<file path="src/rtl/tilelink_ul_reg_bridge_if.sv">
// rtl/tilelink_ul_reg_bridge_if.sv - TL-UL A/D channels plus req/ack register bus seen by the bridge
// master: crossbar and register-file side; slave: the bridge itself.
interface tilelink_ul_reg_bridge_if #(
    parameter int TL_AW  = 32,
    parameter int TL_DW  = 5,
    parameter int TL_SZ  = 4,
    parameter int TL_SRC = 3
);
    localparam int DW = 2**TL_DW;
    localparam int MW = DW / 8;

    logic [2:0]        a_opcode;
    logic [2:0]        a_param;
    logic [TL_SZ-1:0]  a_size;
    logic [TL_SRC-1:0] a_source;
    logic [TL_AW-1:0]  a_address;
    logic [MW-1:0]     a_mask;
    logic [DW-1:0]     a_data;
    logic              a_corrupt;
    logic              a_valid;
    logic              a_ready;

    logic [2:0]        d_opcode;
    logic [2:0]        d_param;
    logic [TL_SZ-1:0]  d_size;
    logic [TL_SRC-1:0] d_source;
    logic              d_denied;
    logic [DW-1:0]     d_data;
    logic              d_corrupt;
    logic              d_valid;
    logic              d_ready;

    logic              reg_req_o;
    logic              reg_we_o;
    logic [TL_AW-1:0]  reg_addr_o;
    logic [DW-1:0]     reg_wdata_o;
    logic [MW-1:0]     reg_wmask_o;
    logic [DW-1:0]     reg_rdata_i;
    logic              reg_ack_i;
    logic              reg_err_i;

    modport master (
        output a_opcode, a_param, a_size, a_source, a_address, a_mask, a_data, a_corrupt, a_valid,
        input  a_ready,
        input  d_opcode, d_param, d_size, d_source, d_denied, d_data, d_corrupt, d_valid,
        output d_ready,
        input  reg_req_o, reg_we_o, reg_addr_o, reg_wdata_o, reg_wmask_o,
        output reg_rdata_i, reg_ack_i, reg_err_i
    );

    modport slave (
        input  a_opcode, a_param, a_size, a_source, a_address, a_mask, a_data, a_corrupt, a_valid,
        output a_ready,
        output d_opcode, d_param, d_size, d_source, d_denied, d_data, d_corrupt, d_valid,
        input  d_ready,
        output reg_req_o, reg_we_o, reg_addr_o, reg_wdata_o, reg_wmask_o,
        input  reg_rdata_i, reg_ack_i, reg_err_i
    );
endinterface

</file>
<file path="src/rtl/tilelink_ul_reg_bridge.sv">
// rtl/tilelink_ul_reg_bridge.sv - single-outstanding TL-UL slave to req/ack register bus bridge
// Optional register-bus timeout enabled by defining TL_REG_BRIDGE_TIMEOUT_EN.
module tilelink_ul_reg_bridge #(
    parameter int TL_AW   = 32,
    parameter int TL_DW   = 5,
    parameter int TL_SZ   = 4,
    parameter int TL_SRC  = 3,
    parameter int TIMEOUT = 1024
) (
    input logic                     tilelink_clock_i,
    input logic                     tilelink_reset_i,
    tilelink_ul_reg_bridge_if.slave bus
);
    localparam int DW = 2**TL_DW;
    localparam int MW = DW / 8;
    localparam int AL = TL_DW - 3;

    localparam logic [2:0] OP_PUT_FULL = 3'd0;
    localparam logic [2:0] OP_PUT_PART = 3'd1;
    localparam logic [2:0] OP_GET      = 3'd4;

    localparam logic [TL_AW-1:0] WORD_MASK = ~((TL_AW'(1) << AL) - TL_AW'(1));

    typedef enum logic [1:0] {IDLE, REQ, RESP} state_t;

    state_t            state_q, state_d;
    logic              a_ready_q;
    logic [2:0]        op_q;
    logic [TL_SZ-1:0]  size_q;
    logic [TL_SRC-1:0] src_q;
    logic [TL_AW-1:0]  addr_q;
    logic [MW-1:0]     mask_q;
    logic [DW-1:0]     wdata_q;
    logic [DW-1:0]     rdata_q;
    logic              denied_q;

    logic              handshake;
    logic              illegal;
    logic              timeout;
    logic              in_req;
    logic              is_get;
    logic [TL_AW-1:0]  align_mask;

    assign handshake  = bus.a_valid && a_ready_q;
    assign in_req     = (state_q == REQ);
    assign is_get     = (op_q == OP_GET);
    assign align_mask = (TL_AW'(1) << bus.a_size) - TL_AW'(1);

    always_comb begin
        illegal = 1'b0;
        if (!(bus.a_opcode inside {OP_PUT_FULL, OP_PUT_PART, OP_GET}))
            illegal = 1'b1;
        if (bus.a_size > TL_SZ'(AL))
            illegal = 1'b1;
        if ((bus.a_address & align_mask) != '0)
            illegal = 1'b1;
        if (bus.a_corrupt && (bus.a_opcode != OP_GET))
            illegal = 1'b1;
    end

`ifdef TL_REG_BRIDGE_TIMEOUT_EN
    localparam int CW = $clog2(TIMEOUT + 1);
    logic [CW-1:0] cnt_q;

    // Counter holds the number of completed ack-less REQ cycles; the last one trips it.
    always_ff @(posedge tilelink_clock_i) begin
        if (tilelink_reset_i || !in_req)
            cnt_q <= '0;
        else if (!bus.reg_ack_i)
            cnt_q <= cnt_q + CW'(1);
    end

    assign timeout = in_req && !bus.reg_ack_i && (cnt_q == CW'(TIMEOUT - 1));

    logic unused_cfg;
    assign unused_cfg = ^bus.a_param;
`else
    assign timeout = 1'b0;

    logic unused_cfg;
    assign unused_cfg = ^{bus.a_param, 32'(TIMEOUT)};
`endif

    always_ff @(posedge tilelink_clock_i) begin
        if (tilelink_reset_i)
            state_q <= IDLE;
        else
            state_q <= state_d;
    end

    always_comb begin
        state_d = state_q;
        case (state_q)
            IDLE: if (handshake) state_d = illegal ? RESP : REQ;
            REQ:  if (bus.reg_ack_i || timeout) state_d = RESP;
            RESP: if (bus.d_ready) state_d = IDLE;
            default: state_d = IDLE;
        endcase
    end

    always_ff @(posedge tilelink_clock_i) begin
        if (tilelink_reset_i) begin
            a_ready_q <= 1'b0;
            op_q      <= '0;
            size_q    <= '0;
            src_q     <= '0;
            addr_q    <= '0;
            mask_q    <= '0;
            wdata_q   <= '0;
            rdata_q   <= '0;
            denied_q  <= 1'b0;
        end else begin
            a_ready_q <= (state_d == IDLE);
            if (handshake) begin
                op_q     <= bus.a_opcode;
                size_q   <= bus.a_size;
                src_q    <= bus.a_source;
                addr_q   <= bus.a_address;
                mask_q   <= bus.a_mask;
                wdata_q  <= bus.a_data;
                rdata_q  <= '0;
                denied_q <= illegal;
            end else if (in_req && bus.reg_ack_i) begin
                // Read data only survives a clean Get; writes and errors return zero.
                rdata_q  <= (is_get && !bus.reg_err_i) ? bus.reg_rdata_i : '0;
                denied_q <= bus.reg_err_i;
            end else if (timeout) begin
                denied_q <= 1'b1;
            end
        end
    end

    assign bus.a_ready     = a_ready_q;

    assign bus.d_valid     = (state_q == RESP);
    assign bus.d_opcode    = {2'b00, is_get};
    assign bus.d_param     = 3'd0;
    assign bus.d_size      = size_q;
    assign bus.d_source    = src_q;
    assign bus.d_denied    = denied_q;
    assign bus.d_data      = rdata_q;
    assign bus.d_corrupt   = is_get && denied_q;

    assign bus.reg_req_o   = in_req;
    assign bus.reg_we_o    = in_req && !is_get;
    assign bus.reg_addr_o  = in_req ? (addr_q & WORD_MASK) : '0;
    assign bus.reg_wdata_o = in_req ? wdata_q : '0;
    assign bus.reg_wmask_o = (in_req && !is_get) ? mask_q : '0;
endmodule

</file>
<file path="src/flat_wrapper.sv">
// flat-port wrapper written by rule: the top's interface ports become plain ports
module tilelink_ul_reg_bridge_flat 
#(
    parameter int TL_AW   = 32,
    parameter int TL_DW   = 5,
    parameter int TL_SZ   = 4,
    parameter int TL_SRC  = 3,
    parameter int TIMEOUT = 1024
)
  (tilelink_clock_i, tilelink_reset_i, bus_a_opcode, bus_a_param, bus_a_size, bus_a_source, bus_a_address, bus_a_mask, bus_a_data, bus_a_corrupt, bus_a_valid, bus_a_ready, bus_d_opcode, bus_d_param, bus_d_size, bus_d_source, bus_d_denied, bus_d_data, bus_d_corrupt, bus_d_valid, bus_d_ready, bus_reg_req_o, bus_reg_we_o, bus_reg_addr_o, bus_reg_wdata_o, bus_reg_wmask_o, bus_reg_rdata_i, bus_reg_ack_i, bus_reg_err_i);
  tilelink_ul_reg_bridge_if #(.TL_AW(TL_AW), .TL_DW(TL_DW), .TL_SZ(TL_SZ), .TL_SRC(TL_SRC)) bus_i ();
  input logic tilelink_clock_i;
  input logic tilelink_reset_i;
  input wire logic [$bits(bus_i.a_opcode)-1:0] bus_a_opcode;
  input wire logic [$bits(bus_i.a_param)-1:0] bus_a_param;
  input wire logic [$bits(bus_i.a_size)-1:0] bus_a_size;
  input wire logic [$bits(bus_i.a_source)-1:0] bus_a_source;
  input wire logic [$bits(bus_i.a_address)-1:0] bus_a_address;
  input wire logic [$bits(bus_i.a_mask)-1:0] bus_a_mask;
  input wire logic [$bits(bus_i.a_data)-1:0] bus_a_data;
  input wire logic [$bits(bus_i.a_corrupt)-1:0] bus_a_corrupt;
  input wire logic [$bits(bus_i.a_valid)-1:0] bus_a_valid;
  output wire logic [$bits(bus_i.a_ready)-1:0] bus_a_ready;
  output wire logic [$bits(bus_i.d_opcode)-1:0] bus_d_opcode;
  output wire logic [$bits(bus_i.d_param)-1:0] bus_d_param;
  output wire logic [$bits(bus_i.d_size)-1:0] bus_d_size;
  output wire logic [$bits(bus_i.d_source)-1:0] bus_d_source;
  output wire logic [$bits(bus_i.d_denied)-1:0] bus_d_denied;
  output wire logic [$bits(bus_i.d_data)-1:0] bus_d_data;
  output wire logic [$bits(bus_i.d_corrupt)-1:0] bus_d_corrupt;
  output wire logic [$bits(bus_i.d_valid)-1:0] bus_d_valid;
  input wire logic [$bits(bus_i.d_ready)-1:0] bus_d_ready;
  output wire logic [$bits(bus_i.reg_req_o)-1:0] bus_reg_req_o;
  output wire logic [$bits(bus_i.reg_we_o)-1:0] bus_reg_we_o;
  output wire logic [$bits(bus_i.reg_addr_o)-1:0] bus_reg_addr_o;
  output wire logic [$bits(bus_i.reg_wdata_o)-1:0] bus_reg_wdata_o;
  output wire logic [$bits(bus_i.reg_wmask_o)-1:0] bus_reg_wmask_o;
  input wire logic [$bits(bus_i.reg_rdata_i)-1:0] bus_reg_rdata_i;
  input wire logic [$bits(bus_i.reg_ack_i)-1:0] bus_reg_ack_i;
  input wire logic [$bits(bus_i.reg_err_i)-1:0] bus_reg_err_i;
  assign bus_i.a_opcode = bus_a_opcode;
  assign bus_i.a_param = bus_a_param;
  assign bus_i.a_size = bus_a_size;
  assign bus_i.a_source = bus_a_source;
  assign bus_i.a_address = bus_a_address;
  assign bus_i.a_mask = bus_a_mask;
  assign bus_i.a_data = bus_a_data;
  assign bus_i.a_corrupt = bus_a_corrupt;
  assign bus_i.a_valid = bus_a_valid;
  assign bus_a_ready = bus_i.a_ready;
  assign bus_d_opcode = bus_i.d_opcode;
  assign bus_d_param = bus_i.d_param;
  assign bus_d_size = bus_i.d_size;
  assign bus_d_source = bus_i.d_source;
  assign bus_d_denied = bus_i.d_denied;
  assign bus_d_data = bus_i.d_data;
  assign bus_d_corrupt = bus_i.d_corrupt;
  assign bus_d_valid = bus_i.d_valid;
  assign bus_i.d_ready = bus_d_ready;
  assign bus_reg_req_o = bus_i.reg_req_o;
  assign bus_reg_we_o = bus_i.reg_we_o;
  assign bus_reg_addr_o = bus_i.reg_addr_o;
  assign bus_reg_wdata_o = bus_i.reg_wdata_o;
  assign bus_reg_wmask_o = bus_i.reg_wmask_o;
  assign bus_i.reg_rdata_i = bus_reg_rdata_i;
  assign bus_i.reg_ack_i = bus_reg_ack_i;
  assign bus_i.reg_err_i = bus_reg_err_i;
  tilelink_ul_reg_bridge #(.TL_AW(TL_AW), .TL_DW(TL_DW), .TL_SZ(TL_SZ), .TL_SRC(TL_SRC), .TIMEOUT(TIMEOUT)) u_core (.tilelink_clock_i(tilelink_clock_i), .tilelink_reset_i(tilelink_reset_i), .bus(bus_i));
endmodule
</file>
<file path="config.mk">
export PLATFORM = sky130hd
export DESIGN_NAME = tilelink_ul_reg_bridge_flat
export DESIGN_NICKNAME = d
export VERILOG_FILES = /design/src/rtl/tilelink_ul_reg_bridge_if.sv /design/src/rtl/tilelink_ul_reg_bridge.sv /design/src/flat_wrapper.sv
export SDC_FILE = /design/constraint.sdc
export NUM_CORES = 1
export LEC_CHECK = 0
export ABC_CLOCK_PERIOD_IN_PS = 6200
export CORE_MARGIN = 10
export CORE_UTILIZATION = 43
export CTS_CLUSTER_DIAMETER = 150
export CTS_CLUSTER_SIZE = 16
export DETAILED_ROUTE_END_ITERATION = 16
export GPL_TIMING_DRIVEN = 0
export PLACE_DENSITY = 0.86
export SETUP_SLACK_MARGIN = 0.2
export SLEW_MARGIN = 25
export SYNTH_ARGS = -nofsm -noshare
export SYNTH_HDL_FRONTEND = slang
export SYNTH_SLANG_ARGS = --single-unit
</file>
<file path="constraint.sdc">
create_clock -name tilelink_clock_i -period 6.2 [get_ports tilelink_clock_i]
set_input_delay 1.86 -clock tilelink_clock_i [delete_from_list [all_inputs] [get_ports tilelink_clock_i]]
set_output_delay 1.86 -clock tilelink_clock_i [all_outputs]
set_load 0.01 [all_outputs]
</file>
; ---- After elaboration in Yosys (flattened, before gate mapping)
; Index checks and enable logic that the tools add are counted.
[totals]
input_bits = 120
wordCells = 50
out_inout_bits = 119
ff_bits = 114
[op_classes]
muxes = 15
bitwise_logic = 1
shift = 1
n_eq_ne = 6
n_reduce_logical = 15
magnitude_cmp = 1
addsub = 1
[ops]
columns = operator, n
row1 = $mux 32, 3
row2 = $and 32x32->32, 1
row3 = $reduce_bool 32->1, 1
row4 = $shl 1x4->32 const A, 1
row5 = $sub 32x2->32 const B, 1
row6 = $mux 2, 4
row7 = $eq 3x3->1 const B, 2
row8 = $logic_and 1x1->1, 6
row9 = $mux 1, 6
row10 = $pmux 2 s3, 1
row11 = $gt 4x2->1 const B, 1
row12 = $logic_not 2->1, 2
row13 = $mux 4, 1
row14 = $eq 3x1->1 const B, 1
row15 = $logic_not 3->1, 1
row16 = $ne 3x3->1 const B, 1
row17 = $reduce_bool 3->1, 1
row18 = $eq 2x1->1 const B, 1
row19 = $eq 2x2->1 const B, 1
row20 = $logic_not 1->1, 2
row21 = $reduce_bool 2->1, 1
row22 = $reduce_or 2->1, 1

; ---- Logic depth before layout (Yosys ltp)
; Gate-level depths: netlist (run 1).
[depth]
word_depth = 10
depth_mapped = 9
mapped_depth_nobuf = 8

; ---- Worst setup path before layout (run 1)
; No wires, ideal clock.
[synth_timing]
kind = input-to-reg
startpoint = input port bus_a_size[3]
endpoint = register u_core.state_q[1]
required_ns = 6.080
setup_slack_ns = 2.707
setup_ns = 0.120
arrival_ns = 3.373
cell_stages = 8
path_cell_list = nor3_1 -> nand2b_1 -> ha_1 -> nand2b_1 -> nand3_1 -> a211oi_1 -> nand4_2 -> a211o_1
[synth_between]
elab_chain_len = 9
elab_cells_between_ends = 11
[synth_lines]
columns = item, line_no
row1 = from (decl), flat_wrapper.sv:16  ; input wire logic [$bits(bus_i.a_size)-1:0] bus_a_size;
row2 = $shl 1x4->32, tilelink_ul_reg_bridge.sv:47  ; assign align_mask = (TL_AW'(1) << bus.a_size) - TL_AW'(1);
row3 = $sub 32x2->32, tilelink_ul_reg_bridge.sv:47
row4 = $and 32x32->32, tilelink_ul_reg_bridge.sv:55  ; if ((bus.a_address & align_mask) != '0)
row5 = $reduce_bool 32->1, tilelink_ul_reg_bridge.sv:55
row6 = $mux 1 *, tilelink_ul_reg_bridge.sv:55
row7 = $mux 1 *, tilelink_ul_reg_bridge.sv:57  ; if (bus.a_corrupt && (bus.a_opcode != OP_GET))
row8 = $mux 2 * (2 in a row), tilelink_ul_reg_bridge.sv:94  ; IDLE: if (handshake) state_d = illegal ? RESP : REQ;
row9 = $pmux 2 s3 *, tilelink_ul_reg_bridge.sv:93  ; case (state_q)
row10 = to (signal assigned), tilelink_ul_reg_bridge.sv:88  ; state_q <= state_d;
row11 = to (decl), tilelink_ul_reg_bridge.sv:26  ; state_t state_q, state_d;
; Mark *: on every way between the ends. The rest lies on a longest branch, timed or not.
; A chain may end at the register's enable or synchronous reset.

; ---- Worst setup path after layout (run 1)
[layout_timing]
startpoint = register u_core.state_q[1]
endpoint = output port bus_reg_addr_o[30]
[layout_between]
elab_chain_len = 2
[layout_lines]
columns = item, line_no
row1 = $eq 2x1->1, tilelink_ul_reg_bridge.sv:45  ; assign in_req = (state_q == REQ);
row2 = $mux 32, tilelink_ul_reg_bridge.sv:146  ; assign bus.reg_addr_o = in_req ? (addr_q & WORD_MASK) : '0;
row3 = to (decl), flat_wrapper.sv:35  ; output wire logic [$bits(bus_i.reg_addr_o)-1:0] bus_reg_addr_o;
; Every way passes these cells.

==> results.txt, run 1 <==
status -> completed
placed wire-length estimate -> 13100 um
min cycle time layout -> 4.07 ns
full die area -> 15500 um^2
Starting DRT DRC Count -> 297
met3 WL -> 1490 um
Unique masters post-synth -> 41
DR vias -> 4894
Critical path origin -> u_core.state_q[1]$_SDFF_PP0_
WP data required -> 4.34 ns
most common cell in the synthesized netlist -> nand2_1
Area contributors post-synth -> dfxtp_1, nand2_1, and2_1
Root Buffer -> clkbuf_8
LEAKAGE -> 2.70 nW
hold-critical path depth -> 2
Syn Std Cell Area -> 4700 um^2
Syn Inst Count -> 595
global route overflow -> 0
final setup vio count -> 0
row count -> 38
P per Cell Area -> 186 nW/um^2
Slew HR -> 0.643
warnings from Yosys -> 0
Startpoint Class -> flop
wire per inst -> 16.5 um
sequential area share after synthesis -> 0.477
CP arrival -> 2.21 ns
r2r startpoint -> u_core.bus.a_ready$_SDFF_PP0_
area fraction of the dominant cell type after synthesis -> 0.477
vias in the first global route -> 4814
gp weighted congestion -> 0.853
R2R Setup Slk -> 4.51 ns
H-tree depth -> 3
syn avg cell area -> 7.90 um^2
Setup Buffers After CTS -> 0
GRT Total Usage -> 0.199
final WL -> 16300 um
Pre-antenna DRT Iters -> 4
cts bufs inserted -> 9
Clk pin slew, worst setup/hold paths -> 0.10 ns
Peak VDD IR -> 0.145 mV
Antenna diodes -> 0
Initial Utilization -> 0.436
post-route ant nets -> 0
DRC -> 0
Hold Path Sink -> u_core.wdata_q[19]$_SDFFE_PP0P_
Yosys reg bits -> 112
RSZ-0062 raised after global routing -> no
Max Cap Viol -> 0
Max Fanout on Critical Path -> 10
Yosys top cell by area -> dfxtp_1
FMAX -> 246 MHz
cell depth of the worst flop-to-flop path -> 6
DR top layer -> met4
Min-Delay Path Class -> flop to flop
setup TNS -> 0 ns
initial antenna violation count -> 0
core footprint -> 10800 um^2
worst hold start -> u_core.wdata_q[19]$_SDFFE_PP0P_
r2r endpoint -> u_core.wdata_q[18]$_SDFFE_PP0P_
final number of hold-violating endpoints -> 0
post-layout util -> 0.680
crit share post-route -> 0.656
global-route wire length before repair -> 25400 um
Clk Latency, worst-skew pair -> 0.38 ns
FFs w/ async S/R, synth -> 0
final slew viol count -> 0
drt via density -> 4.98
largest net degree at the start of global routing -> 17
CTS Hold Bufs -> 0
# resized after CTS -> 0
Setup CP Type -> flop to primary output
CTS tree -> built
Ports -> 239
Synth top cells by count -> nand2_1, dfxtp_1, a21oi_1
number of synthesized flops with an enable pin -> 0
layout cells sized above 1 -> 0.0498
worst-margin pin slew -> 0.532 ns
die height -> 125 um
FILL cells -> 871
Top FF cell, synth -> dfxtp_1
Post-layout nets -> 961
die width -> 125 um
Longest Clk Path Bufs -> 2
I/O Buffers -> 227
metal2 WL -> 7760 um
Layout Area Growth over Synthesis -> 56.2%
Worst Skew -> 0.00361 ns
Clock Sinks -> 112
DRT met1 WL -> 6540 um
CP endpoint kind -> primary output
==> how the worst max path moves through the flow <==
| stage | end |
|---|---|
| 3_3_place_gp | u_core.state_q[1]$_SDFF_PP0_ |
| 2_1_floorplan | u_core.state_q[1]$_SDFF_PP0_ |
| 4_1_cts | bus_reg_addr_o[30] |
| 3_5_place_dp | u_core.state_q[1]$_SDFF_PP0_ |
| 5_1_grt | bus_reg_addr_o[30] |
| 6_report | bus_reg_addr_o[30] |
==> per-layer routing <==
metal  vias to the layer above  GRT usage
met5                         -          0
met4                         0     0.0877
met3                        30     0.0681
met2                       205      0.332
met1                      2236      0.226
li1                       2423          -
==> report_power, final <==
part | switching, mW | internal, mW
sequential | 0.0132 | 0.748
clock | 0.237 | 0.165
combinational | 0.0938 | 0.109
total | 0.344 | 1.02
==> area by class of cell <==
class                           instances  area, um^2  share of cell area
Inverter                                3        12.5             0.00170
Buffer                                 53         264              0.0360
Multi-Input combinational cell        433        2200               0.300
Clock inverter                          3        17.5             0.00239
Timing Repair Buffer                  227        2270               0.309
Tap cell                              140         175              0.0239
Clock buffer                           12         155              0.0211
Sequential cell                       112        2240               0.305
==> through the flow <==
stage	worst slack [ns]	hold WS, ns	power [mW]	area [um^2]	std cells
2_1_floorplan	2.71	0.431	0.864	4720	601
3_3_place_gp	2.00	0.437	0.973	7170	968
3_5_place_dp	1.92	0.442	0.980	7170	968
4_1_cts	2.08	0.456	1.38	7340	983
5_1_grt	1.95	0.474	1.42	7340	983
6_report	2.13	0.453	1.37	7340	983
==> layout by cell type, fill, tap and decap left out, types with 9 or more instances in the layout <==
| master | instances |
|---|---|
| a21oi_1 | 82 |
| a22oi_1 | 33 |
| and2_1 | 68 |
| buf_4 | 9 |
| clkbuf_1 | 34 |
| clkbuf_8 | 11 |
| clkdlybuf4s50_1 | 227 |
| dfxtp_1 | 112 |
| nand2_1 | 163 |
| nor2_1 | 38 |
==> sequential cells by signal, indices dropped and copies added (netlist names), 2 cells and up <==
name / cells
u_core.op_q: 3
u_core.state_q: 2
u_core.wdata_q: 32
u_core.mask_q: 4
u_core.bus.d_data: 32
u_core.bus.d_size: 4
u_core.addr_q: 30
u_core.bus.d_source: 3
==> cell families after synthesis <==
family                   count (synthesis)  share of synthesized area
AND/OR/NAND/NOR                        293                      0.291
AO/OA/AOI/OAI                          129                      0.163
flip-flops                             112                      0.477
buffers and inverters                   56                     0.0588
adder cells (fa/ha/maj)                  2                    0.00532
other                                    1                   0.000798
XOR/XNOR                                 1                    0.00186
multiplexers                             1                    0.00213
==> worst max-delay path: stages (launching register included) <==
cell and delay (ns):
dfxtp_1 0.35, nand2b_1 0.18, clkinv_2 0.17, clkbuf_1 0.36, and2_1 0.18, clkdlybuf4s50_1 0.59
No activity file was read; power rests on OpenSTA's default activity.
==> run 2: changes to the inputs <==
Settings changed: ABC_CLOCK_PERIOD_IN_PS 6200 to 3500, CORE_UTILIZATION 43 to 36, PLACE_DENSITY 0.86 to 0.76.
Clock period 6.2 ns to 3.5 ns, I/O delays scaled along.
==> run 2 against run 1 <==
- worst setup slack got worse by 1.8 ns
- total power increased by 93%
- hold slack got worse by 0.0048 ns
- largest cell class unchanged
==> results.txt, run 2 (synthesis results as in run 1) <==
final setup vio count -> 0
layout cells sized above 1 -> 0.0524
Root Buffer -> clkbuf_16
most common cell after layout, fill and taps aside -> clkdlybuf4s50_1
gp weighted congestion -> 0.802
Starting DRT DRC Count -> 235
drt via density -> 4.72
Antenna diodes -> 0
Clk pin slew, worst setup/hold paths -> 0.07 ns
Clock Sinks -> 112
CTS tree -> built
wire per inst -> 16.3 um
Int Power -> 2.01 mW
Layout Area Growth over Synthesis -> 58.9%
WP data required -> 2.45 ns
die height -> 134 um
full die area -> 18000 um^2
initial antenna violation count -> 0
crit share post-route -> 0.893
Critical Path Max Stage Delay -> 0.55 ns
global route overflow -> 0
H-tree depth -> 3
FILL cells -> 1237
sequential share of power -> 0.512
largest net degree at the start of global routing -> 16
Startpoint Class -> flop
Setup Buffers After CTS -> 0
CP arrival -> 2.07 ns
GRT Total Usage -> 0.177
total power draw -> 2.63 mW
Max Fanout on Critical Path -> 10
crit-path cells -> nand2b_1 -> clkinv_2 -> clkbuf_1 -> and2_1 -> clkdlybuf4s50_1
core footprint -> 12700 um^2
placed wire-length estimate -> 13000 um
final WL -> 16500 um
Initial Utilization -> 0.369
post-route ant nets -> 0
Min-Delay Path Class -> flop to flop
cts bufs inserted -> 9
die width -> 134 um
CP endpoint kind -> primary output
I/O Buffers -> 227
Max Cap Viol -> 0
Gate power share -> 0.136
min cycle time layout -> 3.12 ns
final slew viol count -> 0
Peak VDD IR -> 0.209 mV
P per Cell Area -> 352 nW/um^2
Clk Latency, worst-skew pair -> 0.34 ns
P_sw -> 0.625 mW
Ports -> 239
slowest stage cell on the critical path -> clkdlybuf4s50_1
Slew HR -> 0.623
Clk pwr share -> 0.352
setup TNS -> 0 ns
FMAX -> 320 MHz
DRC -> 0
Switching Share -> 0.238
Worst Skew -> 0.00635 ns
final number of hold-violating endpoints -> 0
Setup CP Type -> flop to primary output
global-route wire length before repair -> 25700 um
row count -> 41
worst-margin pin slew -> 0.565 ns
CTS Hold Bufs -> 0
DR vias -> 4773
LEAKAGE -> 2.75 nW
Post-layout nets -> 961
Longest Clk Path Bufs -> 2
most frequent cells in the layout -> clkdlybuf4s50_1, nand2_1, dfxtp_1
# resized after CTS -> 0
status -> completed
vias in the first global route -> 4651
Pre-antenna DRT Iters -> 4
RSZ-0062 raised after global routing -> no
run 2: cell count changes in the layout (fill, tap and decap cells not counted):
cell / delta
clkbuf_8: -10
clkinv_2: -2
clkbuf_1: -5
clkbuf_2: +5
clkbuf_16: +9
run 2: final timing paths:
kind | from | to | slack (ns) | cells past startpoint
worst min register to register | u_core.addr_q[7]$_SDFFE_PP0P_ | u_core.addr_q[7]$_SDFFE_PP0P_ | 0.45 | 2
worst max register to register | u_core.state_q[1]$_SDFF_PP0_ | u_core.bus.d_data[13]$_SDFFE_PP0P_ | 1.81 | 7
worst max-delay path | u_core.state_q[1]$_SDFF_PP0_ | bus_reg_addr_o[18] | 0.38 | 5
worst min-delay path | u_core.addr_q[7]$_SDFFE_PP0P_ | u_core.addr_q[7]$_SDFFE_PP0P_ | 0.45 | 2
run 2: final cells by class:
class,instances,area [um^2],area share
Sequential cell,112,2240,0.300
Timing Repair Buffer,227,2270,0.304
Clock inverter,1,7.51,0.00101
Inverter,3,12.5,0.00168
Buffer,53,270,0.0362
Clock buffer,11,243,0.0325
Multi-Input combinational cell,433,2200,0.295
Tap cell,172,215,0.0288
run 2: critical path, delay by kind of cell, from the launching register on:
| kind | cells | cell delay (ns) |
|---|---|---|
| flip-flops | 1 | 0.33 |
| AND/OR/NAND/NOR | 2 | 0.36 |
| buffers and inverters | 3 | 1.03 |
run 2: power groups by stage:
stage / combinational [mW] / clock (mW) / sequential, mW
after floorplan: 0.156 / 0 / 1.37
after global placement: 0.359 / 0 / 1.37
after detailed placement: 0.362 / 0 / 1.38
after CTS: 0.363 / 0.953 / 1.35
after global routing: 0.399 / 1.00 / 1.35
final: 0.359 / 0.926 / 1.35
run 2: through the flow:
stage	instance area [um^2]	cells	setup WS [ns]	hold WS (ns)	utilization
final	7470	1012	0.376	0.449	0.587
after global routing	7470	1012	0.253	0.470	0.587
after global placement	7210	1000	0.0770	0.437	0.567
after floorplan	4720	601	0.817	0.431	-
after detailed placement	7210	1000	0.0572	0.442	0.567
after CTS	7460	1012	0.231	0.451	0.586
run 2: metal layers:
metal / GRT usage / vias to the layer above / wire [um]
met4: 0.0593 / 0 / 216
li1: - / 2418 / -
met2: 0.292 / 184 / 7810
met5: 0 / - / 0
met3: 0.0683 / 14 / 1580
met1: 0.206 / 2157 / 6880
==> run 3: changes to the inputs <==
Settings changed: SETUP_SLACK_MARGIN 0.2 to 0.5.
==> run 3 against run 2 <==
- sequential share of layout area shrank 0.28 points
- global-route usage is essentially flat
- sequential power about the same
- first-iteration DRC count fell by 6.4%
- flip-flop and latch count unchanged
- register-to-register slack barely moved
- wire length increased by 1.1%
==> results.txt, run 3 (synthesis results as in run 1) <==
status -> completed
post-route ant nets -> 0
LEAKAGE -> 2.98 nW
die width -> 134 um
sequential share of power -> 0.511
GRT Total Usage -> 0.178
Max Cap Viol -> 0
Initial Utilization -> 0.369
full die area -> 18000 um^2
Starting DRT DRC Count -> 220
Switching Share -> 0.238
Layout Area Growth over Synthesis -> 60.4%
core footprint -> 12700 um^2
Int Power -> 2.01 mW
Startpoint Class -> flop
Clock Sinks -> 112
Worst Skew -> 0.00576 ns
Ports -> 239
row count -> 41
worst-margin pin slew -> 0.566 ns
most frequent cells in the layout -> clkdlybuf4s50_1, nand2_1, dfxtp_1
CTS tree -> built
drt via density -> 4.73
pre-CTS setup slack -> 0.0572 ns
die height -> 134 um
r2r startpoint -> u_core.bus.a_ready$_SDFF_PP0_
FF/Latch Area -> 2240 um^2
r2r endpoint -> u_core.wdata_q[20]$_SDFFE_PP0P_
WP data required -> 2.45 ns
largest net degree at the start of global routing -> 16
worst hold start -> u_core.addr_q[7]$_SDFFE_PP0P_
Peak VDD IR -> 0.206 mV
setup TNS -> 0 ns
FMAX -> 340 MHz
final number of hold-violating endpoints -> 0
global route overflow -> 0
post-layout util -> 0.593
layout cells sized above 1 -> 0.0595
cell depth of the worst flop-to-flop path -> 6
FILL cells -> 1242
wire per inst -> 16.4 um
Gate power share -> 0.138
Setup CP Type -> flop to primary output
Longest Clk Path Bufs -> 2
RSZ-0062 raised after global routing -> yes
Min-Delay Path Class -> flop to flop
Root Buffer -> clkbuf_16
placed wire-length estimate -> 13000 um
final setup vio count -> 0
DR vias -> 4795
Post-layout nets -> 962
cts bufs inserted -> 9
R2R Setup Slk -> 1.82 ns
global-route wire length before repair -> 25800 um
CP endpoint -> bus_reg_addr_o[29]
Multi-input gate area -> 2250 um^2
Critical path origin -> u_core.state_q[1]$_SDFF_PP0_
crit share post-route -> 0.840
min cycle time layout -> 2.94 ns
Pre-antenna DRT Iters -> 5
I/O Buffers -> 227
most common cell after layout, fill and taps aside -> clkdlybuf4s50_1
Antenna diodes -> 0
vias in the first global route -> 4663
final slew viol count -> 0
gp weighted congestion -> 0.802
H-tree depth -> 3
Setup Buffers After CTS -> 0
Max Fanout on Critical Path -> 10
CP arrival -> 1.89 ns
Clk pin slew, worst setup/hold paths -> 0.07 ns
initial antenna violation count -> 0
CP endpoint kind -> primary output
PnR worst setup slack -> 0.559 ns
P per Cell Area -> 350 nW/um^2
DRC -> 0
Clk Latency, worst-skew pair -> 0.35 ns
final WL -> 16700 um
Slew HR -> 0.622
Clk pwr share -> 0.351
P_sw -> 0.628 mW
-- run 3: changes by cell type in the layout (fill, tap and decap cells not counted), sizes merged --
cell / before / now
dlygate4sd2: 0 / 18
dlymetal6s2s: 0 / 7
clkdlybuf4s50: 227 / 202
clkinv: 1 / 2
-- run 3: per-stage QoR --
step | std cells | power [mW] | area (um^2) | hold slack, ns
final | 1013 | 2.64 | 7540 | 0.449
after CTS | 1012 | 2.66 | 7470 | 0.451
after floorplan | 601 | 1.53 | 4720 | 0.431
after global routing | 1013 | 2.77 | 7540 | 0.470
after detailed placement | 1000 | 1.74 | 7210 | 0.442
after global placement | 1000 | 1.73 | 7210 | 0.437
-- run 3: area by class of cell --
type,count,area share
Timing Repair Buffer,227,0.301
Multi-Input combinational cell,433,0.299
Clock buffer,11,0.0322
Clock inverter,1,0.000996
Sequential cell,112,0.297
Timing Repair inverter,1,0.000664
Inverter,3,0.00216
Tap cell,172,0.0285
Buffer,53,0.0387
-- run 3: how the worst min path moves through the flow --
stage / to / slack, ns / cells after the start
floorplan: u_core.op_q[2]$_SDFFE_PP0P_ / 0.43 / 2
finish: u_core.addr_q[7]$_SDFFE_PP0P_ / 0.45 / 2
global route: u_core.wdata_q[27]$_SDFFE_PP0P_ / 0.47 / 2
CTS: u_core.mask_q[0]$_SDFFE_PP0P_ / 0.45 / 2
detailed placement: u_core.addr_q[25]$_SDFFE_PP0P_ / 0.44 / 2
global placement: u_core.wdata_q[2]$_SDFFE_PP0P_ / 0.44 / 2
-- run 3: layer usage --
metal	up-vias	GRT usage	routed length, um
met1	2168	0.206	6970
met5	-	0	0
li1	2426	-	-
met4	0	0.0593	261
met3	16	0.0683	1510
met2	185	0.293	7920
-- run 3: critical path: stages, from the launching register on --
cell	delay [ns]
dfxtp_1	0.37
nand2b_4	0.19
clkinv_2	0.14
buf_4	0.20
and2_1	0.16
clkdlybuf4s50_1	0.49
-- run 3: power groups by stage --
| stage | Sequential (mW) | Clock [mW] | Combinational (mW) |
|---|---|---|---|
| floorplan | 1.37 | 0 | 0.156 |
| global placement | 1.37 | 0 | 0.359 |
| detailed placement | 1.38 | 0 | 0.362 |
| CTS | 1.35 | 0.953 | 0.364 |
| global route | 1.35 | 1.01 | 0.405 |
| finish | 1.35 | 0.925 | 0.365 |
-- run 3: repair_timing --
| action | CTS | global route |
|---|---|---|
| pin swaps | 0 | 0 |
| hold buffers | 0 | 0 |
| endpoints found under the setup margin | 66 | 47 |
| cloned | 0 | 1 |
| gates resized for setup | 34 | 17 |
